===== src/rtl/bp_be_pkg.sv =====
// Back-end shared types: processor configuration and internal-interface structs.
package bp_be_pkg;

    typedef enum logic {
        e_bp_default_cfg = 1'b0
    } bp_params_e;

    localparam int dword_width_gp    = 64;
    localparam int reg_addr_width_gp = 5;

    // Dword width selected by a processor configuration.
    function automatic int dword_width_f(bp_params_e cfg);
        unique case (cfg)
            e_bp_default_cfg: return dword_width_gp;
            default:          return dword_width_gp;
        endcase
    endfunction

    // Register address width selected by a processor configuration.
    function automatic int reg_addr_width_f(bp_params_e cfg);
        unique case (cfg)
            e_bp_default_cfg: return reg_addr_width_gp;
            default:          return reg_addr_width_gp;
        endcase
    endfunction

    // One integer writeback stage entry.
    typedef struct packed {
        logic                         valid;
        logic                         w_v;
        logic [reg_addr_width_gp-1:0] rd_addr;
        logic [dword_width_gp-1:0]    data;
    } bp_be_int_wb_entry_s;

endpackage


===== src/rtl/bp_be_int_wb_stage.sv =====
// One writeback stage register. Only the valid bit is reset; the payload
// is meaningless while valid is low. A load takes priority over a clear.
module bp_be_int_wb_stage
    import bp_be_pkg::*;
(
    input  logic                clk_i,
    input  logic                reset_i,
    input  logic                en_i,
    input  logic                clr_i,
    input  bp_be_int_wb_entry_s entry_i,
    output bp_be_int_wb_entry_s entry_o
);

    logic                         valid_r;
    logic                         w_v_r;
    logic [reg_addr_width_gp-1:0] rd_addr_r;
    logic [dword_width_gp-1:0]    data_r;

    // Valid bit: async clear on reset, load on enable, drop on clear.
    always_ff @(posedge clk_i or posedge reset_i) begin
        if (reset_i)
            valid_r <= 1'b0;
        else if (en_i)
            valid_r <= entry_i.valid;
        else if (clr_i)
            valid_r <= 1'b0;
    end

    // Payload captured on enable, otherwise held.
    always_ff @(posedge clk_i) begin
        if (en_i) begin
            w_v_r     <= entry_i.w_v;
            rd_addr_r <= entry_i.rd_addr;
            data_r    <= entry_i.data;
        end
    end

    assign entry_o = {valid_r, w_v_r, rd_addr_r, data_r};

endmodule


===== src/rtl/bp_be_int_wb_pipe.sv =====
// Integer writeback pipe: stage A (uncommitted, flushable) feeds stage B
// (committed, drives the register-file write port and may stall on yumi).
module bp_be_int_wb_pipe
    import bp_be_pkg::*;
#(
    parameter bp_params_e bp_params_p   = e_bp_default_cfg,
    parameter int         wcnt_width_p  = 16,
    localparam int        dword_w_lp    = dword_width_f(bp_params_p),
    localparam int        addr_w_lp     = reg_addr_width_f(bp_params_p)
) (
    input  logic                             clk_i,
    input  logic                             reset_i,
    input  logic                             v_i,
    input  logic [dword_w_lp-1:0]            data_i,
    input  logic [addr_w_lp-1:0]             rd_addr_i,
    input  logic                             rd_w_v_i,
    output logic                             ready_o,
    input  logic                             flush_i,
    output logic [1:0]                       bypass_v_o,
    output logic [1:0][addr_w_lp-1:0]        bypass_addr_o,
    output logic [1:0][dword_w_lp-1:0]       bypass_data_o,
    output logic                             rf_w_v_o,
    output logic [addr_w_lp-1:0]             rf_w_addr_o,
    output logic [dword_w_lp-1:0]            rf_w_data_o,
    input  logic                             rf_w_yumi_i,
    output logic [wcnt_width_p-1:0]          wcnt_o
);

    bp_be_int_wb_entry_s in_entry, a_entry, b_entry;
    logic b_retire, a_adv, accept;
    logic [wcnt_width_p-1:0] wcnt_r;

    // Handshake: B leaves when its write is taken or it has nothing to write;
    // A moves up whenever B is free by the end of this cycle.
    always_comb begin
        b_retire = b_entry.valid & (~b_entry.w_v | rf_w_yumi_i);
        a_adv    = a_entry.valid & (~b_entry.valid | b_retire);
        ready_o  = ~(a_entry.valid & ~a_adv);
        accept   = v_i & ready_o & ~flush_i;
    end

    // Incoming entry; writes to x0 are neutralised at capture.
    always_comb begin
        in_entry         = '0;
        in_entry.valid   = 1'b1;
        in_entry.w_v     = rd_w_v_i & (rd_addr_i != '0);
        in_entry.rd_addr = rd_addr_i;
        in_entry.data    = data_i;
    end

    bp_be_int_wb_stage stage_a (
        .clk_i   (clk_i),
        .reset_i (reset_i),
        .en_i    (accept),
        .clr_i   (flush_i | a_adv),
        .entry_i (in_entry),
        .entry_o (a_entry)
    );

    // A flushed while advancing delivers nothing to B.
    bp_be_int_wb_stage stage_b (
        .clk_i   (clk_i),
        .reset_i (reset_i),
        .en_i    (a_adv & ~flush_i),
        .clr_i   (b_retire),
        .entry_i (a_entry),
        .entry_o (b_entry)
    );

    // Forwarding and write-port outputs.
    always_comb begin
        bypass_v_o[0]    = a_entry.valid & a_entry.w_v;
        bypass_v_o[1]    = b_entry.valid & b_entry.w_v;
        bypass_addr_o[0] = a_entry.rd_addr;
        bypass_addr_o[1] = b_entry.rd_addr;
        bypass_data_o[0] = a_entry.data;
        bypass_data_o[1] = b_entry.data;
        rf_w_v_o         = b_entry.valid & b_entry.w_v;
        rf_w_addr_o      = b_entry.rd_addr;
        rf_w_data_o      = b_entry.data;
    end

    // Retired-write counter, wraps naturally.
    always_ff @(posedge clk_i or posedge reset_i) begin
        if (reset_i)
            wcnt_r <= '0;
        else if (rf_w_v_o & rf_w_yumi_i)
            wcnt_r <= wcnt_r + wcnt_width_p'(1);
    end

    assign wcnt_o = wcnt_r;

endmodule


===== config.mk =====
export PLATFORM = sky130hd
export DESIGN_NAME = bp_be_int_wb_pipe
export DESIGN_NICKNAME = d
export VERILOG_FILES = /design/src/rtl/bp_be_pkg.sv /design/src/rtl/bp_be_int_wb_stage.sv /design/src/rtl/bp_be_int_wb_pipe.sv
export SDC_FILE = /design/constraint.sdc
export NUM_CORES = 1
export LEC_CHECK = 0
export ABC_AREA = 1
export BUFFER_PORTS_ARGS = -buffer_cell sky130_fd_sc_hd__buf_4
export CORE_ASPECT_RATIO = 1.5
export CORE_MARGIN = 5
export CORE_UTILIZATION = 45
export DETAILED_ROUTE_END_ITERATION = 8
export GPL_ROUTABILITY_DRIVEN = 0
export PLACE_DENSITY = 0.83
export SETUP_SLACK_MARGIN = 0.05
export SKIP_CTS_REPAIR_TIMING = 1
export SLEW_MARGIN = 20
export SYNTH_ARGS = -nofsm -noshare
export SYNTH_HDL_FRONTEND = slang
export SYNTH_HIERARCHICAL = 1
export SYNTH_SLANG_ARGS = --single-unit

===== constraint.sdc =====
create_clock -name clk_i -period 5.4 [get_ports clk_i]
set_input_delay 0.54 -clock clk_i [delete_from_list [all_inputs] [get_ports clk_i]]
set_output_delay 0.54 -clock clk_i [all_outputs]
set_load 0.02 [all_outputs]

==> results.sh <==
export IMPL_rrSetupSlack_ns=2.97
export IMPL_synth_warnings=6
export IMPL_netlist_area_leader_share_pct=73.2
export IMPL_drive_above_1_share_pct=57.4
export IMPL_routed_via_density=4.71
export IMPL_wl_um=14700
export IMPL_grt_overflow=0
export IMPL_dieWidth_um=102
export IMPL_crit_path_end_kind="flip-flop"
export IMPL_rows=50
export IMPL_cts_root_buf="clkbuf_16"
export IMPL_wl_per_cell_um=19.6
export IMPL_critPathCapture="stage_b/data_r[40]"
export IMPL_reg2reg_depth=4
export IMPL_ys_seq_area_share_pct=81.0
export IMPL_setup_tns_ns=0
export IMPL_cts_path_max_buffers=2
export IMPL_finalCritPeriodShare_pct=45.1
export IMPL_regToRegStartpoint="stage_b/w_v_r"
export IMPL_worstSetupStartpoint="stage_b/w_v_r"
export IMPL_p_total_uw=2950
export IMPL_cts_buffers=17
export IMPL_synth_main_ff_cell="edfxtp_1"
export IMPL_drtIter0Drc=122
export IMPL_slew_headroom_pct=43.8
export IMPL_p_leak_uw=0.00363
export IMPL_worst_slew_pin_slew_ns=0.842
export IMPL_io_pins=302
export IMPL_diodes=0
export IMPL_area_growth_syn_to_layout_pct=44.1
export IMPL_clk_pin_slew_ns=0.07
export IMPL_nFillCells=915
export IMPL_drc=0
export IMPL_nets=659
export IMPL_track_usage_pct=19.2
export IMPL_maxSlewViolCount=0
export IMPL_syn_avg_cell_area_um2=17.2
export IMPL_max_freq_mhz=411
export IMPL_vdd_ir_drop_worst_mv=0.230
export IMPL_min_period_ns=2.43
export IMPL_cp_slowest_stage_delay_ns=0.68
export IMPL_skew_ns=0.0160
export IMPL_portBuffers=301
export IMPL_die_area_um2=15200
export IMPL_synth_fp_nets=410
export IMPL_required_ns=5.44
export IMPL_synth_cell_types=24
export IMPL_hpwlAfterDp_um=11400
export IMPL_arrival_ns=2.47
export IMPL_setup_violations=0
export IMPL_grt_pass1_vias=3856
export IMPL_hold_class="input port to flip-flop"
export IMPL_outcome="finished, final reports clean"
export IMPL_fin_cells=752
export IMPL_cp_slowest_cell="nor2_4"
export IMPL_start_util_pct=45.9
export IMPL_synth_area_leaders="edfxtp_1, buf_4, dfrtp_1"
export IMPL_rsz0062_at_grt="false"
export IMPL_antenna_found_initial=0
export IMPL_ys_ff_latch=158
export IMPL_cp_max_fo=43
export IMPL_synthCells=334
export IMPL_yosysMostFrequentCell="edfxtp_1"
export IMPL_start_kind="flip-flop"
export IMPL_finalHoldViolCount=0
export IMPL_fp_coreArea_um2=12500
export IMPL_hold_slack_ns=0.304
export IMPL_drv_cap=0
export IMPL_drt_pass1_iter_count=5
export IMPL_grt_pass1_wl_um=21600
export IMPL_vias=3542
export IMPL_worstSetupPathType="flip-flop to flip-flop"
export IMPL_synth_edf_count=140
export IMPL_clkSinkCount=158
export IMPL_r2r_end="stage_b/data_r[40]"
export IMPL_clkLatencyLatePin_ns=0.41
export IMPL_die_y_um=148
export IMPL_cellPowerDensity_nw_per_um2=356
export IMPL_path_cells="nand2_1, o21ai_0, nor2_4, buf_4"
export IMPL_synth_top_area_cell="edfxtp_1"
export IMPL_synth_area_um2=5740
export IMPL_grt_max_degree=44
export IMPL_antenna_left=0
export IMPL_async_reset_ff_share_pct=11.4
export IMPL_synth_common_cells="edfxtp_1, buf_4, nand2_1, dfrtp_1, inv_1"
export IMPL_tritoncts="built"
export IMPL_dp_cells=719
export IMPL_htreeDepth=4
==> power breakdown <==
part	internal, uW	total [uW]	switching [uW]
clock network	700	1200	503
registers	1400	1450	43.3
logic	129	295	166
total	2230	2950	712
==> sequential cells by signal, summed over array words and instances (netlist names), 5 cells and up <==
name and cells:
wcnt_o 16, stage_a/rd_addr_r 5, stage_a/data_r 64, stage_b/data_r 64, stage_b/rd_addr_r 5
==> area by class of cell <==
class                      count  area (um^2)  area share, %
clock inverter                15          175           2.12
sequential                   158         4650           56.2
inverter                      17         63.8          0.771
multi-input combinational     85          478           5.77
tap                          156          195           2.36
timing repair buffer         304         2280           27.6
clock buffer                  17          425           5.14
==> cell families (layout without fill, tap and decap cells) <==
| group | after synthesis | in the layout | share of synthesized area, % |
|---|---|---|---|
| compound gates | 4 | 4 | 0.392 |
| simple gates | 68 | 68 | 5.71 |
| fa+ha+maj | 1 | 1 | 0.218 |
| flops | 158 | 158 | 81.0 |
| buf+inv | 91 | 353 | 10.8 |
| xor+xnor | 11 | 11 | 1.81 |
| other cells | 1 | 1 | 0.0653 |
==> cell usage in the layout (no fill, tap or decap), types with 2 or more instances in the layout <==
cell type  count
inv_8          4
nand3b_1       2
o21ai_0        2
inv_6          4
nor2_1        10
nand2_1       39
clkinv_4       3
edfxtp_1     140
clkbuf_16     17
buf_4        303
xnor2_1        6
xor2_1         4
nand3_1        8
nor2_4         2
dfrtp_1       18
inv_1         16
bufinv_16      2
==> per-layer routing <==
layer / part of all wire, % / track usage (%)
met3: 8.1 / 6.66
met1: 34 / 20.7
met5: 0 / 0
met4: 1.6 / 6.11
met2: 56 / 34.7
==> critical path: cells and delay by family, from the launching register on <==
family                 cells  cell delay, ns
AO/OA/AOI/OAI              1            0.15
buffers and inverters      1            0.62
flip-flops                 1            0.45
AND/OR/NAND/NOR            2            0.79
==> worst min path at each step <==
stage | from | to | slack [ns] | cells past startpoint
after floorplan | reset_i | stage_a/valid_r | 0.27 | 1
after global placement | reset_i | stage_b/valid_r | 0.40 | 2
after detailed placement | reset_i | stage_a/valid_r | 0.41 | 2
after CTS | reset_i | stage_a/valid_r | -0.03 | 2
after global routing | data_i[3] | stage_a/data_r[3] | 0.28 | 1
final | data_i[3] | stage_a/data_r[3] | 0.30 | 1
==> per-stage QoR <==
| step | worst slack, ns | util (%) | instance area, um^2 |
|---|---|---|---|
| detailed placement | 2.82 | 61.3 | 7670 |
| finish | 2.97 | 66.1 | 8280 |
| floorplan | 1.25 | - | 5740 |
| CTS | 2.92 | 66.1 | 8270 |
| global route | 2.78 | 66.1 | 8280 |
| global placement | 2.88 | 61.3 | 7670 |
No activity file was read; power rests on OpenSTA's default activity.
